**src/rtl/mux_debouncer_pkg.sv**
```systemverilog
// Shared constants and helpers for the multi-line multiplexed debouncer.
// Channel numbering is line-major: channel = line * 2^addr_bits + addr.
package mux_debouncer_pkg;

    localparam int DEF_CLK_DIV_BITS          = 5;
    localparam int DEF_MUX_ADDR_BITS         = 4;
    localparam int DEF_MUX_LINES             = 2;
    localparam int DEF_DEBOUNCE_COUNTER_BITS = 12;
    localparam int DEF_SAMPLE_POINT          = 2;

    // Total debounced channels served by one scan engine.
    function automatic int num_channels(input int lines, input int addr_bits);
        return lines << addr_bits;
    endfunction

    function automatic int chan_index(input int line, input int addr,
                                      input int addr_bits = DEF_MUX_ADDR_BITS);
        return (line << addr_bits) + addr;
    endfunction

    // The sample point must leave at least one cycle between sampling and the
    // slot-end update, and must not coincide with it.
    function automatic bit sample_point_ok(input int sample_point, input int div_bits);
        return (sample_point >= 1) && (sample_point <= (1 << div_bits) - 1);
    endfunction

endpackage

```
**src/rtl/debounce_line_bank.sv**
```systemverilog
// Per-line debounce state: counter RAM, valid bits and next-state logic for the
// channels behind one external MUX.
module debounce_line_bank
    import mux_debouncer_pkg::*;
#(
    parameter int ADDR_BITS    = DEF_MUX_ADDR_BITS,
    parameter int COUNTER_BITS = DEF_DEBOUNCE_COUNTER_BITS
) (
    input  logic                    CLK,
    input  logic                    RESET_N,
    input  logic [ADDR_BITS-1:0]    addr,
    input  logic                    update_en,
    input  logic                    sample,
    input  logic                    debounced,
    input  logic [COUNTER_BITS-1:0] limit,
    output logic                    flip
);

    localparam int DEPTH = 1 << ADDR_BITS;

    logic [COUNTER_BITS-1:0] cnt_ram [DEPTH];
    logic [DEPTH-1:0]        valid;
    logic [COUNTER_BITS-1:0] cnt_cur;
    logic [COUNTER_BITS-1:0] cnt_next;

    // A never-written entry reads as zero, so stale RAM contents are harmless.
    assign cnt_cur = valid[addr] ? cnt_ram[addr] : '0;

    always_comb begin
        // NOTE: every output gets a default before any branch so no path infers a latch.
        flip     = 1'b0;
        cnt_next = '0;
        if (update_en && (sample != debounced)) begin
            if (cnt_cur >= limit) begin
                flip = 1'b1;
            end else begin
                cnt_next = cnt_cur + COUNTER_BITS'(1);
            end
        end
    end

    // NOTE: the counter RAM is deliberately left without reset so it maps onto
    // distributed RAM; the valid bits below carry the reset meaning instead.
    always_ff @(posedge CLK) begin
        if (update_en) begin
            cnt_ram[addr] <= cnt_next;
        end
    end

    always_ff @(posedge CLK or negedge RESET_N) begin
        if (!RESET_N) begin
            valid <= '0;
        end else if (update_en) begin
            valid[addr] <= 1'b1;
        end
    end

endmodule

```
**src/rtl/mux_debouncer_multi.sv**
```systemverilog
// Multi-line multiplexed debouncer: one shared MUX address scans MUX_LINES
// external multiplexers, with programmable threshold and sticky change flags.
module mux_debouncer_multi
    import mux_debouncer_pkg::*;
#(
    parameter int CLK_DIV_BITS          = DEF_CLK_DIV_BITS,
    parameter int MUX_ADDR_BITS         = DEF_MUX_ADDR_BITS,
    parameter int MUX_LINES             = DEF_MUX_LINES,
    parameter int DEBOUNCE_COUNTER_BITS = DEF_DEBOUNCE_COUNTER_BITS,
    parameter int SAMPLE_POINT          = DEF_SAMPLE_POINT
) (
    input  logic                                             CLK,
    input  logic                                             RESET_N,
    output logic [MUX_ADDR_BITS-1:0]                         MUX_ADDR,
    input  logic [MUX_LINES-1:0]                             MUX_OUT,
    input  logic [DEBOUNCE_COUNTER_BITS-1:0]                 DEBOUNCE_LIMIT,
    output logic [num_channels(MUX_LINES, MUX_ADDR_BITS)-1:0] DEBOUNCED,
    output logic [num_channels(MUX_LINES, MUX_ADDR_BITS)-1:0] CHANGE_FLAGS,
    input  logic [num_channels(MUX_LINES, MUX_ADDR_BITS)-1:0] CLEAR_FLAGS,
    output logic                                             CHANGED,
    output logic                                             SCAN_DONE
);

    localparam int N     = num_channels(MUX_LINES, MUX_ADDR_BITS);
    localparam int DEPTH = 1 << MUX_ADDR_BITS;

    if (!sample_point_ok(SAMPLE_POINT, CLK_DIV_BITS)) begin : g_bad_sample_point
        $error("SAMPLE_POINT must lie in 1 .. 2**CLK_DIV_BITS-1");
    end

    logic [CLK_DIV_BITS-1:0] clk_div;
    logic [MUX_LINES-1:0]    sample_reg;
    logic [MUX_LINES-1:0]    flip;
    logic [N-1:0]            set_flags;
    logic                    slot_end;
    logic                    sample_now;

    assign slot_end   = (clk_div == '0);
    assign sample_now = (clk_div == CLK_DIV_BITS'(SAMPLE_POINT));

    // Down-counting divider; the address moves on the same edge as the update
    // of the slot it leaves, so the next slot starts with a fresh address.
    always_ff @(posedge CLK or negedge RESET_N) begin
        if (!RESET_N) begin
            clk_div    <= '1;
            MUX_ADDR   <= '1;
            sample_reg <= '0;
        end else begin
            // NOTE: non-blocking so every register here sees the pre-edge clk_div.
            clk_div <= clk_div - CLK_DIV_BITS'(1);
            if (slot_end) begin
                MUX_ADDR <= MUX_ADDR - MUX_ADDR_BITS'(1);
            end
            if (sample_now) begin
                sample_reg <= MUX_OUT;
            end
        end
    end

    for (genvar l = 0; l < MUX_LINES; l++) begin : g_line
        localparam int BASE = chan_index(l, 0, MUX_ADDR_BITS);

        logic [DEPTH-1:0] line_db;

        assign line_db = DEBOUNCED[BASE +: DEPTH];

        debounce_line_bank #(
            .ADDR_BITS    (MUX_ADDR_BITS),
            .COUNTER_BITS (DEBOUNCE_COUNTER_BITS)
        ) u_bank (
            .CLK       (CLK),
            .RESET_N   (RESET_N),
            .addr      (MUX_ADDR),
            .update_en (slot_end),
            .sample    (sample_reg[l]),
            .debounced (line_db[MUX_ADDR]),
            .limit     (DEBOUNCE_LIMIT),
            .flip      (flip[l])
        );

        assign set_flags[BASE +: DEPTH] = flip[l] ? (DEPTH'(1) << MUX_ADDR) : '0;
    end

    // A set in the same cycle as a clear wins, so a flip is never lost.
    always_ff @(posedge CLK or negedge RESET_N) begin
        if (!RESET_N) begin
            DEBOUNCED    <= '0;
            CHANGE_FLAGS <= '0;
            SCAN_DONE    <= 1'b0;
        end else begin
            DEBOUNCED    <= DEBOUNCED ^ set_flags;
            CHANGE_FLAGS <= (CHANGE_FLAGS & ~CLEAR_FLAGS) | set_flags;
            SCAN_DONE    <= slot_end && (MUX_ADDR == '0);
        end
    end

    assign CHANGED = |CHANGE_FLAGS;

endmodule
```
**config.mk**
```make
export PLATFORM = sky130hd
export DESIGN_NAME = mux_debouncer_multi
export DESIGN_NICKNAME = d
export VERILOG_FILES = /design/src/rtl/mux_debouncer_pkg.sv /design/src/rtl/debounce_line_bank.sv /design/src/rtl/mux_debouncer_multi.sv
export SDC_FILE = /design/constraint.sdc
export NUM_CORES = 1
export LEC_CHECK = 0
export CORE_UTILIZATION = 40
export DETAILED_ROUTE_END_ITERATION = 12
export HOLD_SLACK_MARGIN = 0.15
export MAX_ROUTING_LAYER = met4
export PLACE_DENSITY = 0.61
export SETUP_SLACK_MARGIN = 0.02
export SYNTH_ARGS = -nofsm -noshare
export SYNTH_HDL_FRONTEND = slang
export SYNTH_HIERARCHICAL = 1
export SYNTH_SLANG_ARGS = --single-unit
```
**constraint.sdc**
```tcl
create_clock -name CLK -period 6.1 [get_ports CLK]
set_clock_uncertainty 0.2 [all_clocks]
set_input_delay 0.915 -clock CLK [delete_from_list [all_inputs] [get_ports CLK]]
set_output_delay 0.915 -clock CLK [all_outputs]
set_load 0.01 [all_outputs]
```
==> flow_metrics.tcl, run 1 <==
set metrics [dict create \
    outcome "complete, no violations" \
    async_reset_ff_frac 0.2195 \
    setup_viol 0 \
    reg2reg_depth 14 \
    grt_first_pass_wirelength_um 73060 \
    nNetsFinal 1434 \
    period_share 0.8685 \
    std_cell_rows 83 \
    p_leak_nw 8.328 \
    synth-xor-area-share 0.02600 \
    synthCells 1196 \
    pin_count 118 \
    drv_slew 0 \
    wire_per_inst_um 23.47 \
    slew_headroom 0.2115 \
    fp.dieW_um 230.0 \
    syn_area_per_cell_um2 17.38 \
    grt_overflow_total 0 \
    worstHoldPathType "primary input to async pin" \
    largest_register_ffs 384 \
    synthAdderAreaFrac 0.02046 \
    cts.reportedPaths.clkPinSlew_ns 0.06 \
    power_mw 6.828 \
    drtIter0Drc 776 \
    area_growth_pct 18.20 \
    viasPerCell 5.335 \
    ir_worst_vdd_mv 0.2451 \
    cts_resized 0 \
    ant_nets 0 \
    drtPass1Iterations 5 \
    die_h_um 230.0 \
    ctsHoldBuffers 0 \
    rsz0062_at_grt "false" \
    port_buffers 117 \
    critPathMaxFanout 46 \
    antenna_found_initial 0 \
    dp_hpwl_um 30630 \
    synth_top_family_by_area "multiplexers" \
    cts_tree "yes" \
    synthSimpleGateAreaFrac 0.06758 \
    fin_tns_setup_ns 0 \
    synth_compound_area_frac 0.03274 \
    h-tree-depth 2 \
    fin_util 0.4790 \
    wirelength_um 48650 \
    r2r_end "g_line[1].u_bank/cnt_ram[14][8]" \
    r2r_start "MUX_ADDR[0]" \
    cellPowerDensity_nw_per_um2 277.8 \
    clkSinkCount 492 \
    synth-seq-cells 492 \
    layout-drive-gt1-share 0.2118 \
    max-clock-path-buffers 3 \
    cts_setup_buffers 0 \
    yosysUniqueCellTypes 57 \
    synthMuxAreaShare 0.1367 \
    fmax_mhz 188.8 \
    finalCriticalPeriod_ns 5.298 \
    cap_violations 0 \
    vias 11060 \
    cts_made_buffers 51 \
    globalplace.congestion 0.8281 \
    grt.total_usage 0.1921 \
    diodes 0 \
    core_um2 51300 \
    ys_seq_area_frac 0.6851 \
    grt_max_degree 60 \
    drc 0 \
    critPathArrivalTime_ns 5.36 \
    top_register "g_line.u_bank/cnt_ram" \
    r2r_slack_ns 0.80 \
    postPlaceCellArea_um2 22850 \
    start_kind "register" \
    syn_nets 1278 \
    synth_warnings 6 \
    syn_area_um2 20790 \
    required_ns 6.16 \
    synth-edff-count 384 \
    final_cell_area_um2 24570 \
    initial_core_util 0.4053 \
    endpoint_kind "register" \
    finalHoldViolCount 0 \
    cts-root-buf "clkbuf_16" \
    dieArea_um2 52890 \
    worstSetupPathType "register to register" \
    grt_pass1_vias 11310 \
    worst_pin_slew_ns 1.182 \
    insertion_delay_ns 0.59 \
    ys_dominant_reg_cell "edfxtp_1" \
]
layer usage:
layer,vias to the layer above,track usage,part of all wire
met1,5743,0.2514,0.43
met3,87,0.03361,0.052
met5,-,-,0
met2,286,0.3104,0.50
met4,0,0.05050,0.024
li1,4943,-,-
final cells by class:
| class | count | area [um2] |
|---|---|---|
| clock inverters | 33 | 387.9 |
| fillers | 4383 | 26730 |
| clock buffers | 61 | 1334 |
| inverters | 72 | 270.3 |
| repair buffers | 153 | 1464 |
| well taps | 680 | 850.8 |
| multi-input cells | 582 | 6016 |
| flip-flops and latches | 492 | 14250 |
cell families after synthesis:
kind of cell	after synthesis
multiplexers	125
adder cells (fa/ha/maj)	34
AO/OA/AOI/OAI	99
buffers and inverters	122
XOR/XNOR	60
AND/OR/NAND/NOR	264
flip-flops	492
worst max-delay path by stage:
stage,slack (ns),to,startpoint
2_1_floorplan,1.74,g_line[0].u_bank/cnt_ram[0][3],MUX_ADDR[0]
3_3_place_gp,0.93,g_line[1].u_bank/cnt_ram[12][9],MUX_ADDR[0]
3_5_place_dp,0.83,g_line[1].u_bank/cnt_ram[13][9],MUX_ADDR[0]
4_1_cts,0.77,g_line[0].u_bank/cnt_ram[4][4],MUX_ADDR[0]
5_1_grt,0.44,g_line[1].u_bank/cnt_ram[5][9],MUX_ADDR[1]
6_report,0.80,g_line[1].u_bank/cnt_ram[14][8],MUX_ADDR[0]
report_power, final:
part	internal (mW)	switching (mW)	leakage, nW
Clock	1.90	1.29	0.840
Combinational	0.0327	0.0308	3.18
Sequential	3.57	0.000715	4.31
Total	5.51	1.32	8.33
synthesized netlist by cell type (all sizes together), types with 3 or more instances:
library cell  instances  area [um2]
buf                  42       347.8
ha                   34       425.4
nand3                 6       35.03
nor2                 94       370.4
or2                  35       219.0
nor2b                 5       31.28
nor3                 13       65.06
edfxtp              384       11530
nand3b                4       30.03
dfstp                 9       236.5
mux4                117        2759
mux2i                 6       60.06
o22ai                32       200.2
xor2                 41       374.1
and2                 10       70.07
dfrtp                99        2477
a21oi                 9       45.04
nor4b                 3       53.80
a21o                 10       75.07
nand4                14       100.1
nor4                 13       112.6
clkbuf                8       35.03
nand2                51       198.9
xnor2                19       166.4
inv                  72       270.3
a22oi                38       285.3
nand2b                9       56.30
metrics by stage:
step	hold WS [ns]	setup slack (ns)	instances
after floorplan	0.2300	1.741	1196
after global placement	0.2437	0.9264	1979
after detailed placement	0.2460	0.8324	1979
after CTS	0.1687	0.7707	2073
after global routing	0.2068	0.4429	2073
final	0.1724	0.8021	2073
cells in the final DEF (no fill, tap or decap), types with 9 or more instances in the layout:
cell / netlist / routed
nand2_1: 48 / 48
clkbuf_16: 0 / 51
a21oi_1: 9 / 9
xor2_1: 39 / 39
edfxtp_1: 384 / 384
clkdlybuf4s50_1: 0 / 116
mux4_2: 84 / 84
ha_1: 34 / 34
nand2b_1: 9 / 9
a22oi_1: 38 / 38
buf_4: 3 / 35
nor2_2: 1 / 19
mux4_1: 33 / 33
inv_1: 72 / 72
nor2_1: 91 / 73
or2_2: 34 / 34
nand4_1: 12 / 12
xnor2_1: 19 / 19
dfrtp_1: 99 / 99
o22ai_1: 32 / 32
a21o_1: 10 / 10
worst max-delay path, stage by stage, from the launching register on:
cell	delay [ns]
dfstp_4	0.88
buf_12	0.36
mux4_1	0.63
a22oi_1	0.20
nand2_1	0.34
nand2_1	0.20
inv_1	0.10
ha_1	0.30
a21o_1	0.19
a21o_1	0.17
a21oi_1	0.15
o31a_1	0.21
o21ai_0	0.09
buf_4	0.19
nor2_1	0.69
(Power assumes the default switching activity.)
==> inputs of run 2 (changes only) <==
--- a/config.mk
+++ b/config.mk
@@ -6,6 +6,7 @@
 export NUM_CORES = 1
 export LEC_CHECK = 0
 export CORE_UTILIZATION = 40
+export CTS_BUF_LIST = sky130_fd_sc_hd__clkbuf_8 sky130_fd_sc_hd__clkbuf_16
 export DETAILED_ROUTE_END_ITERATION = 12
 export HOLD_SLACK_MARGIN = 0.15
 export MAX_ROUTING_LAYER = met4
==> run 2 against run 1 <==
Power decreased by 0.20%. Fmax is essentially flat. Largest power group unchanged. Cell area did not move. First-iteration DRC count rose by 2.6%. Routed wire length barely moved. Non-clock buffer count unchanged. Die area unchanged. Clock power hardly changed. Sequential share of layout area stayed put. Largest cell class unchanged.
==> flow_metrics.tcl, run 2 (synthesis results as in run 1) <==
set metrics [dict create \
    outcome "complete, no violations" \
    cts-root-buf "clkbuf_16" \
    area_growth_pct 18.20 \
    port_buffers 117 \
    wire_per_inst_um 23.47 \
    cts.reportedPaths.clkPinSlew_ns 0.06 \
    layout_common_cells "edfxtp_1, clkdlybuf4s50_1, dfrtp_1, mux4_2, inv_1" \
    start_kind "register" \
    cellPowerDensity_nw_per_um2 277.3 \
    grt.total_usage 0.1921 \
    h-tree-depth 2 \
    vias 11050 \
    fin_util 0.4790 \
    grt_overflow_total 0 \
    critPathMaxFanout 46 \
    dp_hpwl_um 30630 \
    critPathArrivalTime_ns 5.36 \
    insertion_delay_ns 0.59 \
    finalHoldViolCount 0 \
    nNetsFinal 1434 \
    top_register "g_line.u_bank/cnt_ram" \
    instances_no_fill 2073 \
    fp.dieW_um 230.0 \
    globalplace.congestion 0.8281 \
    core_um2 51300 \
    dp.cells 1979 \
    wirelength_um 48660 \
    worstHoldPathType "primary input to async pin" \
    cts_made_buffers 51 \
    fin_tns_setup_ns 0 \
    pin_count 118 \
    dieArea_um2 52890 \
    clkSinkCount 492 \
    drtPass1Iterations 5 \
    pre_cts_slack_ns 0.8324 \
    drc 0 \
    std_cell_rows 83 \
    finalCriticalPeriod_ns 5.297 \
    largest_register_ffs 384 \
    postPlaceCellArea_um2 22850 \
    layout_commonest_cell "edfxtp_1" \
    power_mw 6.814 \
    layout-drive-gt1-share 0.2118 \
    rsz0062_at_grt "false" \
    finalHoldWorstSlack_ns 0.1719 \
    max_stage_delay_ns 0.88 \
    fmax_mhz 188.8 \
    worst_slack_ns 0.8034 \
    viasPerCell 5.329 \
    diodes 0 \
    grt_pass1_vias 11310 \
    max-clock-path-buffers 3 \
    grt_first_pass_wirelength_um 73060 \
    die_h_um 230.0 \
    crit_family "simple AND/OR/NAND/NOR gates" \
    p_leak_nw 8.361 \
    fillCellCount 4383 \
    worstSetupPathType "register to register" \
    drtIter0Drc 796 \
    drv_slew 0 \
    initial_core_util 0.4053 \
    period_share 0.8683 \
    grt_max_degree 60 \
    endpoint_kind "register" \
    cts_setup_buffers 0 \
    final_cell_area_um2 24570 \
    setup_viol 0 \
    slew_headroom 0.2159 \
    cts_tree "yes" \
    cap_violations 0 \
    worst_pin_slew_ns 1.175 \
    slowest_stage "dfstp_4" \
    path_buf_inv 3 \
    antenna_found_initial 0 \
    ctsHoldBuffers 0 \
    ir_worst_vdd_mv 0.2451 \
    cts_resized 0 \
    ant_nets 0 \
    worstPathCellList "buf_12 -> mux4_1 -> a22oi_1 -> nand2_1 -> nand2_1 -> inv_1 -> ha_1 -> a21o_1 -> a21o_1 -> a21oi_1 -> o31a_1 -> o21ai_0 -> buf_4 -> nor2_1" \
    required_ns 6.16 \
]
-- run 2: cell type report --
| type | instances | area (um2) | share of cell area |
|---|---|---|---|
| Multi-Input combinational cell | 582 | 6016 | 0.2448 |
| Inverter | 72 | 270.3 | 0.01100 |
| Sequential cell | 492 | 14250 | 0.5800 |
| Tap cell | 680 | 850.8 | 0.03462 |
| Clock inverter | 41 | 417.9 | 0.01701 |
| Clock buffer | 53 | 1304 | 0.05305 |
| Timing Repair Buffer | 153 | 1464 | 0.05957 |
-- run 2: routing by layer --
layer | up-vias | global-route usage | share of wire | wire, um
met5 | - | - | 0 | 0
met4 | 0 | 0.05050 | 0.023 | 1114
met3 | 83 | 0.03361 | 0.052 | 2549
met2 | 296 | 0.3104 | 0.50 | 24180
met1 | 5728 | 0.2514 | 0.43 | 20810
li1 | 4939 | - | - | -
-- run 2: worst reg2reg max path, delay by kind of cell (launching register included) --
family          cells  cell delay, ns
mux                 1            0.68
simple gates        3            1.24
buf+inv             3            0.66
flops               1            0.88
fa+ha+maj           1            0.30
compound gates      6            1.01
-- run 2: final timing paths --
| path | start | to | slack [ns] | cells after the start |
|---|---|---|---|---|
| setup / recovery | MUX_ADDR[0] | g_line[1].u_bank/cnt_ram[14][8] | 0.80 | 14 |
| setup reg to reg | MUX_ADDR[0] | g_line[1].u_bank/cnt_ram[14][8] | 0.80 | 14 |
| hold reg to reg | g_line[0].u_bank/valid[3] | g_line[0].u_bank/valid[3] | 0.26 | 1 |
| max in group asynchronous | RESET_N | g_line[0].u_bank/valid[1] | 4.28 | 2 |
| hold / removal | RESET_N | CHANGE_FLAGS[13] | 0.17 | 1 |
| min in group CLK | g_line[0].u_bank/valid[3] | g_line[0].u_bank/valid[3] | 0.26 | 1 |
-- run 2: power by group --
part           internal, mW  switching [mW]  leakage [nW]
Combinational        0.0327          0.0309          3.18
Sequential             3.57        0.000715          4.31
Clock                  1.89            1.28         0.873
==> inputs of run 3 (changes only) <==
--- a/config.mk
+++ b/config.mk
@@ -7,6 +7,7 @@
 export LEC_CHECK = 0
 export CORE_UTILIZATION = 40
 export CTS_BUF_LIST = sky130_fd_sc_hd__clkbuf_8 sky130_fd_sc_hd__clkbuf_16
+export CTS_CLUSTER_SIZE = 16
 export DETAILED_ROUTE_END_ITERATION = 12
 export HOLD_SLACK_MARGIN = 0.15
 export MAX_ROUTING_LAYER = met4
==> run 3 against run 2 <==
Via count shrank 0.19%. Register-to-register slack is essentially flat. Hold slack is essentially flat. Fmax is essentially flat. Non-clock buffer count is the same. Critical endpoint is now g_line[0].u_bank/cnt_ram[9][7].
==> flow_metrics.tcl, run 3 (synthesis results as in run 1) <==
set metrics [dict create \
    worst_pin_slew_ns 1.169 \
    top_register "g_line.u_bank/cnt_ram" \
    diodes 0 \
    vias 11030 \
    globalplace.congestion 0.8281 \
    layout_common_cells "edfxtp_1, clkdlybuf4s50_1, dfrtp_1, mux4_2, inv_1" \
    clkSinkCount 492 \
    pin_count 118 \
    cts_tree "yes" \
    start_kind "register" \
    grt_pass1_vias 11300 \
    die_h_um 230.0 \
    grt_max_degree 60 \
    worstHoldPathType "primary input to async pin" \
    cellPowerDensity_nw_per_um2 278.6 \
    grt_overflow_total 0 \
    pwr-share-seq 0.522 \
    insertion_delay_ns 0.59 \
    finalHoldViolCount 0 \
    critPathArrivalTime_ns 5.32 \
    ctsHoldBuffers 0 \
    slew_headroom 0.2196 \
    power_mw 6.854 \
    h-tree-depth 2 \
    r2r_slack_ns 0.80 \
    worstSetupPathType "register to register" \
    wirelength_um 48790 \
    port_buffers 117 \
    outcome "complete, no violations" \
    antenna_found_initial 0 \
    grt_first_pass_wirelength_um 73140 \
    drtPass1Iterations 5 \
    r2r_end "g_line[0].u_bank/cnt_ram[9][7]" \
    fin_util 0.4796 \
    cts_setup_buffers 0 \
    required_ns 6.12 \
    dieArea_um2 52890 \
    drtIter0Drc 753 \
    cts_resized 0 \
    reg2reg_depth 13 \
    initial_core_util 0.4053 \
    drc 0 \
    core_um2 51300 \
    critPathLaunch "MUX_ADDR[0]" \
    critPathMaxFanout 22 \
    clockPowerShare 0.469 \
    switchingPower_mw 1.320 \
    std_cell_rows 83 \
    wire_per_inst_um 23.54 \
    rsz0062_at_grt "false" \
    combPwrFrac 0.009 \
    endpoint_kind "register" \
    cap_violations 0 \
    p_sw_frac 0.1926 \
    area_growth_pct 18.33 \
    fp.dieW_um 230.0 \
    layout-drive-gt1-share 0.2132 \
    layout_commonest_cell "edfxtp_1" \
    fin_tns_setup_ns 0 \
    ir_worst_vdd_mv 0.2451 \
    internal_power_mw 5.534 \
    dp_hpwl_um 30630 \
    period_share 0.8681 \
    fmax_mhz 188.9 \
    largest_register_ffs 384 \
    setup_viol 0 \
    r2r_start "MUX_ADDR[0]" \
    max-clock-path-buffers 3 \
    finalCriticalPeriod_ns 5.295 \
    nNetsFinal 1434 \
    fillCellCount 4382 \
    ant_nets 0 \
    grt.total_usage 0.1924 \
    cts-root-buf "clkbuf_16" \
    cts_made_buffers 51 \
    p_leak_nw 8.368 \
    cts.reportedPaths.clkPinSlew_ns 0.06 \
    viasPerCell 5.318 \
    drv_slew 0 \
]
-- run 3: cell type report --
| class | count | area, um2 | area share |
|---|---|---|---|
| repair buffers | 153 | 1464 | 0.05950 |
| inverters | 72 | 270.3 | 0.01099 |
| clock buffers | 56 | 1345 | 0.05467 |
| clock inverters | 38 | 404.1 | 0.01643 |
| multi-input cells | 582 | 6016 | 0.2445 |
| flip-flops and latches | 492 | 14250 | 0.5793 |
| well taps | 680 | 850.8 | 0.03458 |
-- run 3: critical path: stages (launching register included) --
cell,delay (ns)
dfstp_4,0.88
buf_4,0.32
mux4_1,0.57
a22oi_1,0.28
nand2_1,0.15
nand2_1,0.17
ha_1,0.25
nand2b_1,0.14
a21o_1,0.17
a211oi_1,0.23
o31a_1,0.16
o21ai_0,0.08
or2_2,0.40
nor2_1,0.90
-- run 3: worst max path at each step --
stage,slack (ns),depth (start not counted),to
floorplan,1.74,14,g_line[0].u_bank/cnt_ram[0][3]
global placement,0.93,15,g_line[1].u_bank/cnt_ram[12][9]
detailed placement,0.83,14,g_line[1].u_bank/cnt_ram[13][9]
CTS,0.77,13,g_line[0].u_bank/cnt_ram[4][4]
global route,0.44,14,g_line[1].u_bank/cnt_ram[5][9]
finish,0.80,13,g_line[0].u_bank/cnt_ram[9][7]
-- run 3: layer usage --
metal / GRT usage / wire length (um)
met4: 0.04946 / 1094
met1: 0.2515 / 20940
met5: - / 0
met2: 0.3117 / 24390
met3: 0.03348 / 2361
-- run 3: power groups by stage --
stage | combinational, mW | sequential (mW) | clock [mW]
after CTS | 0.0651 | 3.57 | 3.29
after floorplan | 0.0112 | 3.64 | 0
after detailed placement | 0.0647 | 3.64 | 0
final | 0.0632 | 3.58 | 3.22
after global routing | 0.0703 | 3.57 | 3.41
after global placement | 0.0640 | 3.64 | 0
-- run 3: through the flow --
step	hold slack [ns]	setup WS [ns]	instance area, um2	cells
final	0.1715	0.8048	24600	2073
after global placement	0.2437	0.9264	22850	1979
after global routing	0.2070	0.4393	24600	2073
after detailed placement	0.2460	0.8324	22850	1979
after CTS	0.1696	0.7740	24600	2073
after floorplan	0.2300	1.741	20790	1196
